**config.mk**
```make
export PLATFORM = sky130hd
export DESIGN_NAME = cw_packet_merge_arbiter
export DESIGN_NICKNAME = d
export VERILOG_FILES = /design/src/rtl/cw_packet_merge_arbiter.sv
export SDC_FILE = /design/constraint.sdc
export NUM_CORES = 2
export LEC_CHECK = 0
export CORE_UTILIZATION = 35
export CTS_CLUSTER_DIAMETER = 40
export DETAILED_ROUTE_END_ITERATION = 7
export GPL_TIMING_DRIVEN = 0
export PLACE_DENSITY_LB_ADDON = 0.12
export SLEW_MARGIN = 20
export SYNTH_ARGS = -nofsm -noshare
export SYNTH_HDL_FRONTEND = slang
export SYNTH_SLANG_ARGS = --single-unit
```
**constraint.sdc**
```tcl
create_clock -name clk -period 7.55 [get_ports clk]
set_clock_uncertainty 0.15 [all_clocks]
set_input_delay 2.265 -clock clk [delete_from_list [all_inputs] [get_ports clk]]
set_output_delay 2.265 -clock clk [all_outputs]
set_load 0.02 [all_outputs]
```
**src/rtl/cw_packet_merge_arbiter.sv**
```systemverilog
// Merges the forwarded and local packet streams into the single outgoing Aurora stream.
// Each source owns a packet FIFO; whole committed packets are granted round-robin.
module cw_packet_merge_arbiter #(
    parameter int ADDR_WIDTH       = 6,
    parameter int DROP_COUNT_WIDTH = 16
) (
    input  logic                        clk,
    input  logic                        aresetn,
    input  logic [15:0]                 forwardedTDATA,
    input  logic                        forwardedTVALID,
    input  logic                        forwardedTLAST,
    input  logic [15:0]                 localTDATA,
    input  logic                        localTVALID,
    input  logic                        localTLAST,
    output logic [15:0]                 mergedTDATA,
    output logic                        mergedTVALID,
    output logic                        mergedTLAST,
    input  logic                        mergedTREADY,
    output logic [DROP_COUNT_WIDTH-1:0] forwardedDropCount,
    output logic [DROP_COUNT_WIDTH-1:0] localDropCount
);
    localparam int DEPTH     = 1 << ADDR_WIDTH;
    localparam int SRC_FWD   = 0;
    localparam int SRC_LOCAL = 1;

    typedef enum logic [1:0] {IDLE, SEND_FWD, SEND_LOCAL} state_t;

    logic [15:0]                 w_in_data    [2];
    logic [15:0]                 w_head_data  [2];
    logic [DROP_COUNT_WIDTH-1:0] w_drop_count [2];
    logic [1:0]                  w_in_valid;
    logic [1:0]                  w_in_last;
    logic [1:0]                  w_pop;
    logic [1:0]                  w_has_pkt;
    logic [1:0]                  w_head_last;

    assign w_in_data[SRC_FWD]   = forwardedTDATA;
    assign w_in_data[SRC_LOCAL] = localTDATA;
    assign w_in_valid           = {localTVALID, forwardedTVALID};
    assign w_in_last            = {localTLAST, forwardedTLAST};

    for (genvar s = 0; s < 2; s++) begin : g_fifo
        logic [16:0]                 r_mem [DEPTH];
        logic [ADDR_WIDTH:0]         r_wp;
        logic [ADDR_WIDTH:0]         r_cp;
        logic [ADDR_WIDTH:0]         r_rp;
        logic [ADDR_WIDTH:0]         r_pkt_count;
        logic                        r_discard;
        logic [DROP_COUNT_WIDTH-1:0] r_drop_count;
        logic                        w_full;
        logic                        w_write;
        logic                        w_overflow;
        logic                        w_commit;
        logic                        w_pop_last;

        // Fullness counts uncommitted words and uses pre-cycle pointers only.
        assign w_full      = (r_wp - r_rp) == {1'b1, {ADDR_WIDTH{1'b0}}};
        assign w_write     = w_in_valid[s] && !w_full && !r_discard;
        assign w_overflow  = w_in_valid[s] && w_full && !r_discard;
        assign w_commit    = w_write && w_in_last[s];
        assign w_head_data[s] = r_mem[r_rp[ADDR_WIDTH-1:0]][15:0];
        assign w_head_last[s] = r_mem[r_rp[ADDR_WIDTH-1:0]][16];
        assign w_pop_last  = w_pop[s] && w_head_last[s];

        // NOTE: the storage array has no reset; pointers alone define what is valid.
        always_ff @(posedge clk) begin
            if (w_write) begin
                r_mem[r_wp[ADDR_WIDTH-1:0]] <= {w_in_last[s], w_in_data[s]};
            end
        end

        // NOTE: all clocked state uses non-blocking assignments so every process sees pre-edge values.
        always_ff @(posedge clk or negedge aresetn) begin
            if (!aresetn) begin
                r_wp         <= '0;
                r_cp         <= '0;
                r_rp         <= '0;
                r_pkt_count  <= '0;
                r_discard    <= 1'b0;
                r_drop_count <= '0;
            end else begin
                if (w_write) begin
                    r_wp <= r_wp + 1'b1;
                end else if (w_overflow) begin
                    r_wp <= r_cp;
                end
                if (w_commit) begin
                    r_cp <= r_wp + 1'b1;
                end
                // An overflowing TLAST beat ends the packet, so no discard phase follows it.
                if (w_overflow) begin
                    r_discard <= !w_in_last[s];
                end else if (r_discard && w_in_valid[s] && w_in_last[s]) begin
                    r_discard <= 1'b0;
                end
                if (w_overflow && (r_drop_count != '1)) begin
                    r_drop_count <= r_drop_count + 1'b1;
                end
                if (w_pop[s]) begin
                    r_rp <= r_rp + 1'b1;
                end
                if (w_commit && !w_pop_last) begin
                    r_pkt_count <= r_pkt_count + 1'b1;
                end else if (w_pop_last && !w_commit) begin
                    r_pkt_count <= r_pkt_count - 1'b1;
                end
            end
        end

        assign w_has_pkt[s]    = r_pkt_count != '0;
        assign w_drop_count[s] = r_drop_count;
    end

    state_t      r_state;
    state_t      w_state_next;
    logic        r_last_grant_local;
    logic        r_valid;
    logic        r_last;
    logic [15:0] r_data;
    logic        w_accept;

    assign w_accept = r_valid && mergedTREADY;

    always_ff @(posedge clk or negedge aresetn) begin
        if (!aresetn) begin
            r_state <= IDLE;
        end else begin
            r_state <= w_state_next;
        end
    end

    // NOTE: every output of this block gets a default first, so no path can infer a latch.
    always_comb begin
        w_state_next = r_state;
        w_pop        = '0;
        case (r_state)
            IDLE: begin
                if (w_has_pkt[SRC_FWD] && (!w_has_pkt[SRC_LOCAL] || r_last_grant_local)) begin
                    w_state_next   = SEND_FWD;
                    w_pop[SRC_FWD] = 1'b1;
                end else if (w_has_pkt[SRC_LOCAL]) begin
                    w_state_next     = SEND_LOCAL;
                    w_pop[SRC_LOCAL] = 1'b1;
                end
            end
            SEND_FWD: begin
                if (w_accept) begin
                    if (r_last) w_state_next   = IDLE;
                    else        w_pop[SRC_FWD] = 1'b1;
                end
            end
            SEND_LOCAL: begin
                if (w_accept) begin
                    if (r_last) w_state_next     = IDLE;
                    else        w_pop[SRC_LOCAL] = 1'b1;
                end
            end
            default: w_state_next = IDLE;
        endcase
    end

    // Single output register: holds while stalled, reloads from the granted FIFO on each pop.
    always_ff @(posedge clk or negedge aresetn) begin
        if (!aresetn) begin
            r_valid            <= 1'b0;
            r_last             <= 1'b0;
            r_data             <= '0;
            r_last_grant_local <= 1'b1;
        end else begin
            if (w_pop[SRC_FWD]) begin
                r_valid <= 1'b1;
                r_data  <= w_head_data[SRC_FWD];
                r_last  <= w_head_last[SRC_FWD];
            end else if (w_pop[SRC_LOCAL]) begin
                r_valid <= 1'b1;
                r_data  <= w_head_data[SRC_LOCAL];
                r_last  <= w_head_last[SRC_LOCAL];
            end else if (w_accept) begin
                r_valid <= 1'b0;
                r_last  <= 1'b0;
            end
            if (w_accept && r_last) begin
                r_last_grant_local <= (r_state == SEND_LOCAL);
            end
        end
    end

    assign mergedTDATA        = r_data;
    assign mergedTVALID       = r_valid;
    assign mergedTLAST        = r_last;
    assign forwardedDropCount = w_drop_count[SRC_FWD];
    assign localDropCount     = w_drop_count[SRC_LOCAL];
endmodule

```
# Word level (Yosys, flattened, before mapping)
# Memory sizes are Yosys's and may differ from the RTL's.
# Index checks and enable logic that the tools add are counted.
[totals] n_memories=2 reg_bits=111 output_inout_bits=50 ramBits=2176 in_bits=39
[op_classes] n_mux=35 eq_ne=9 n_addsub=12 reduce_logical=50
[mem_list] memory="g_fifo[0].r_mem" depth=64 width=17 rd=1 rd_clocked_by_memory_dff=0 wr=1 line="43" source="logic [16:0] r_mem [DEPTH];"
[mem_list] memory="g_fifo[1].r_mem" depth=64 width=17 rd=1 rd_clocked_by_memory_dff=0 wr=1 line="43"
[op_table] operator="$mux W7" n=8
[op_table] operator="$add A7 B1 Y7 const B" n=6
[op_table] operator="$add A16 B1 Y16 const B" n=2
[op_table] operator="$mux W16" n=2
[op_table] operator="$ne A16 B16 Y1 const B" n=2
[op_table] operator="$logic_and A1 B1 Y1" n=25
[op_table] operator="$mux W1" n=18
[op_table] operator="$eq A7 B7 Y1 const B" n=2
[op_table] operator="$reduce_bool A2 Y1" n=7
[op_table] operator="$reduce_bool A7 Y1" n=2
[op_table] operator="$sub A7 B1 Y7 const B" n=2
[op_table] operator="$sub A7 B7 Y7" n=2
[op_table] operator="$logic_not A1 Y1" n=11
[op_table] operator="$mux W2" n=4
[op_table] operator="$ne A2 B1 Y1 const B" n=2
[op_table] operator="$pmux W1 S2" n=2
[op_table] operator="$pmux W2 S2" n=1
[op_table] operator="$ne A3 B3 Y1 const B" n=1
[op_table] operator="$reduce_and A3 Y1" n=1
[op_table] operator="$reduce_bool A3 Y1" n=1
[op_table] operator="$eq A2 B1 Y1 const B" n=1
[op_table] operator="$eq A2 B2 Y1 const B" n=1
[op_table] operator="$logic_not A2 Y1" n=1
[op_table] operator="$reduce_or A2 Y1" n=1
[op_table] operator="$logic_or A1 B1 Y1" n=1

# Logic depth before layout (Yosys ltp)
[logic_depth] word_depth=10 ltp_mapped=22

# Worst setup path after synthesis
# No wires, ideal clock.
[synth_timing] path_kind="input-to-reg" startpoint="input forwardedTVALID" endpoint="memory g_fifo[0].r_mem[31][0] (enable)" path_buffers=1 setup_ps=435 setup_slack_ps=2405 cell_stages=4 arrival_ps=4561 cell_sequence="nor2b_1 -> nand2b_1 -> buf_2 -> nor4_1"
[synth_between] elab_chain_cells=4
[synth_rtl] element="start: declaration" line="10" source="input logic forwardedTVALID,"
[synth_rtl] element="$logic_and A1 B1 Y1 (2 in series)" line="58" source="assign w_write = w_in_valid[s] && !w_full && !r_discard;"
[synth_rtl] element="$mux W1" line="67" source="if (w_write) begin"
[synth_rtl] element="$mux W1 (not written as such)" line="68" source="r_mem[r_wp[ADDR_WIDTH-1:0]] <= {w_in_last[s], w_in_data[s]};"
[synth_rtl] element="end: declaration" line="43"
# No other way between the ends.

# Worst setup path after layout
[layout_timing] startpoint="register g_fifo[1].r_rp[5]" endpoint="register g_fifo[1].r_pkt_count[6]"
[layout_between] elab_chain_cells=9 word_cells_on_any_way=14 cone_classes="add/sub (1); eq/ne (1); mux (1); reduce/logical (10); memory (1)"
[layout_rtl] element="start: declaration" line="46" source="logic [ADDR_WIDTH:0] r_rp;"
[layout_rtl] element="start signal: assignment" line="100" source="r_rp <= r_rp + 1'b1;"
[layout_rtl] element="$sub A7 B7 Y7 *" line="57" source="assign w_full = (r_wp - r_rp) == {1'b1, {ADDR_WIDTH{1'b0}}};"
[layout_rtl] element="$eq A7 B7 Y1 *" line="57"
[layout_rtl] element="$logic_not A1 Y1 *" line="58"
[layout_rtl] element="$logic_and A1 B1 Y1 * (2 in series)" line="58"
[layout_rtl] element="$logic_and A1 B1 Y1 *" line="60" source="assign w_commit = w_write && w_in_last[s];"
[layout_rtl] element="via g_fifo[1].w_commit" line="53" source="logic w_commit;"
[layout_rtl] element="$logic_not A1 Y1" line="104" source="end else if (w_pop_last && !w_commit) begin"
[layout_rtl] element="$logic_and A1 B1 Y1" line="104"
[layout_rtl] element="$reduce_bool A2 Y1 (no line)"
[layout_rtl] element="end signal: assignment" line="103" source="r_pkt_count <= r_pkt_count + 1'b1;"
[layout_rtl] element="end signal: assignment" line="105" source="r_pkt_count <= r_pkt_count - 1'b1;"
[layout_rtl] element="end: declaration" line="47" source="logic [ADDR_WIDTH:0] r_pkt_count;"
# Mark *: on every way through the listed nets, which the timed path passes. The rest lies on a longest branch.
# A chain may end at the register's enable or synchronous reset.

==> run summary <==
Share of cells above drive strength 1 - 30.9%
Post-Syn Area - 0.0894 mm^2
WHS Path Cells - 1
DR WL/cell - 35.2 um
CP max FO - 10
Tmin final - 6.73 ns
Syn Nets - 4460
Largest net degree at the start of global routing - 67
# DRC - 0
Synth Register Bits - 2287
Initial antenna violation count - 13
Initial Util - 35.2%
Synthesis Warnings - 0
Largest family of logic cells by synthesized area - multiplexers
Clock transition at path regs - 0.05 ns
Reg2Reg Launch Point - g_fifo[1].r_rp[5]
Post-synth cell types - 77
Final hold slack - 0.317 ns
Top_reg_cell synth - edfxtp_1
Hold Path End - g_fifo[1].r_pkt_count[6]
Max cap viols - 0
Post-Synth Adder-Cell Area - 0.534%
Routed wire length - 308000 um
Mean Syn Cell Area - 20.4 um^2
WP data arrival - 7.45 ns
Reg2reg end - g_fifo[1].r_pkt_count[6]
Root Buffer - clkbuf_16
Vias in the first global route - 49084
Startpoint types - flip-flop
Clk_lat worst skew - 0.98 ns
Final setup viols - 0
Maximum vdd drop - 222 uV
Synth Area in XOR/XNOR - 0.666%
Via count - 49494
TritonCTS buffer count - 386
Cell row count - 185
Setup bufs post-CTS - 0
Post-layout util - 43.6%
DR pass1 iterations - 8
Slew Limit Fails - 0
Worst path required time - 8.26 ns
TritonCTS clock tree - yes
Final hold vios - 0
Status - complete, no violations
Core area - 0.254 mm^2
Final ANT Viol Nets - 0
Mux cell area share after synthesis - 14.0%
# nets final - 5146
Die X-Extent - 508 um
Mapped Cells - 4384
CTS Sinks - 2287
Relative slew slack - 18.5%
Total Routing Usage GR - 23.8%
Port buffer count - 88
I/O pin total - 89
Vias/cell - 5.66
Nature of the critical path endpoint - flip-flop
Worst Tran Pin Value - 1.22 ns
Lkg Pwr - 36.2 nW
Post-Synth Simple-Gate Area - 3.06%
Detailed Route Iter0 Violations - 6336
First-pass GRT wire length - 418000 um
Maximum clock rate - 148 MHz
Hold crit path type - reg2reg
Gr ovfl total - 0
Crit Path Class - reg2reg
Area growth syn-to-layout - 24.0%
Clock buffer depth - 4
Die ar. - 0.258 mm^2
Post-synthesis async set-or-reset flop share - 4.85%
Pwr per Cell Area - 416 mW/mm^2
Hold Crit Start - g_fifo[1].r_pkt_count[6]
Number of flops mapped to enable cells by yosys - 2176
H-tree depth - 5
Detail Placement HPWL - 206000 um
Compound-cell area share of the yosys netlist - 3.99%
Routability cong. - 0.914
Seq/Total Area, Yosys - 76.2%
Crit share post-route - 89.2%
Chip Height - 508 um
Hold_buf cts - 0
FF-to-FF setup slack - 0.82 ns
RSZ-0062 raised after global routing - false
R2R cell count - 21
Post-CTS sizing - 0
## kinds of logic after synthesis
| family | after synthesis |
|---|---|
| adder cells (fa/ha/maj) | 37 |
| flip-flops | 2287 |
| AND/OR/NAND/NOR | 567 |
| buffers and inverters | 277 |
| multiplexers | 641 |
| AO/OA/AOI/OAI | 507 |
| XOR/XNOR | 68 |
## cell type report
type | count | area [um^2]
fillers | 22079 | 143000
clock buffers | 422 | 9860
repair buffers | 298 | 3420
clock inverters | 273 | 3050
multi-input cells | 1820 | 20700
well taps | 3366 | 4210
plain buffers | 248 | 1400
diodes | 4 | 10.0
inverters | 29 | 109
flip-flops and latches | 2287 | 68100
## how the worst max path moves through the flow
stage                      start                  endpoint  slack [ns]  depth (start not counted)
5_1_grt        g_fifo[1].r_rp[5]  g_fifo[1].r_pkt_count[6]        0.52                         21
4_1_cts        g_fifo[1].r_rp[5]  g_fifo[1].r_pkt_count[6]        0.84                         21
6_report       g_fifo[1].r_rp[5]  g_fifo[1].r_pkt_count[6]        0.82                         21
3_3_place_gp             aresetn        localDropCount[10]       -2.15                          1
2_1_floorplan    forwardedTVALID    g_fifo[0].r_mem[31][0]        2.40                          4
3_5_place_dp   g_fifo[1].r_rp[5]  g_fifo[1].r_pkt_count[6]        0.82                         21
## layer usage
| metal | up-vias | GRT usage [%] | share of wire [%] |
|---|---|---|---|
| li1 | 19832 | - | - |
| met1 | 26837 | 35.2 | 45 |
| met2 | 2330 | 34.6 | 44 |
| met3 | 493 | 5.60 | 8.6 |
| met4 | 2 | 7.47 | 3.2 |
| met5 | - | 0 | 0.0042 |
## power by group
part / leakage [nW] / switching [mW] / internal, mW / total [mW]
clock network: 6.18 / 6.35 / 11.2 / 17.5
logic: 9.03 / 9.16 / 4.55 / 13.7
registers: 21.0 / 0.348 / 14.5 / 14.9
total: 36.2 / 15.9 / 30.2 / 46.1
## flip-flops by register name, indices dropped and copies added, names as in the netlist
| name | flops |
|---|---|
| forwardedDropCount | 16 |
| g_fifo.r_cp | 14 |
| g_fifo.r_discard | 2 |
| g_fifo.r_mem | 2176 |
| g_fifo.r_pkt_count | 14 |
| g_fifo.r_rp | 14 |
| g_fifo.r_wp | 14 |
| localDropCount | 16 |
| mergedTDATA | 16 |
| mergedTLAST | 1 |
| mergedTVALID | 1 |
| r_last_grant_local | 1 |
| r_state | 2 |
## Yosys cell counts (15+ instances only)
cell,count,share of area [%]
inv_1,28,0.12
nor3_1,99,0.55
edfxtp_1,2176,73
ha_1,35,0.49
nor2b_1,15,0.10
clkbuf_1,114,0.48
o21ai_0,68,0.38
a211oi_1,32,0.27
mux4_2,474,12
and2_1,17,0.12
buf_1,27,0.11
buf_2,54,0.30
a22o_1,29,0.28
nand2_1,133,0.56
o22ai_1,33,0.23
nor2_1,156,0.65
xnor2_1,47,0.46
mux2_2,17,0.21
o211ai_1,15,0.13
mux2i_1,143,1.6
nand4_1,17,0.12
buf_4,21,0.18
a221oi_1,46,0.45
a22oi_1,118,0.99
dfrtp_1,110,3.1
xor2_1,21,0.21
buf_6,21,0.26
a21oi_1,83,0.46
nand3_1,49,0.27
## critical path, cell delays in order (launching register included)
cell	delay, ns
dfrtp_1	0.35
clkbuf_1	0.22
inv_1	0.20
clkbuf_1	0.91
ha_1	0.45
nor4b_1	0.16
a2111oi_0	0.41
o211ai_1	0.17
a21oi_1	0.54
nand3b_1	0.29
clkbuf_1	0.40
inv_1	0.41
ha_1	0.37
inv_1	0.23
ha_1	0.32
a21o_1	0.19
a21oi_1	0.21
o21bai_1	0.09
a21oi_1	0.18
xnor2_1	0.13
nor2_1	0.06
xor2_1	0.15
## layout by cell type (no fill, tap or decap), types with 29 or more instances in the layout
| cell type | count |
|---|---|
| o21ai_0 | 67 |
| o22ai_1 | 33 |
| a21oi_1 | 83 |
| clkbuf_2 | 31 |
| nor2_1 | 84 |
| nor3_2 | 56 |
| nor2_4 | 71 |
| buf_4 | 174 |
| a211oi_1 | 32 |
| clkbuf_1 | 116 |
| clkdlybuf4s50_1 | 53 |
| nor3_1 | 43 |
| a221oi_1 | 46 |
| nand3_1 | 45 |
| a22o_1 | 29 |
| clkbuf_16 | 389 |
| mux4_2 | 474 |
| nand2_1 | 132 |
| clkinv_2 | 55 |
| bufinv_16 | 49 |
| inv_6 | 30 |
| ha_1 | 35 |
| buf_16 | 33 |
| clkinv_1 | 41 |
| buf_6 | 49 |
| xnor2_1 | 47 |
| buf_2 | 68 |
| clkinvlp_4 | 52 |
| dfrtp_1 | 110 |
| mux2i_1 | 143 |
| clkinv_4 | 36 |
| edfxtp_1 | 2176 |
| a22oi_1 | 118 |
## through the flow
step,instance area (um^2),power (mW),setup TNS (ns),cells,setup slack (ns)
floorplan,89400,22.2,0,4384,2.40
global placement,94500,28.4,-578.13,7838,-2.15
detailed placement,97900,28.7,0,8047,0.818
CTS,111000,46.2,0,8742,0.842
global route,111000,47.3,0,8745,0.516
finish,111000,46.1,0,8747,0.816
(Power assumes the default switching activity.)
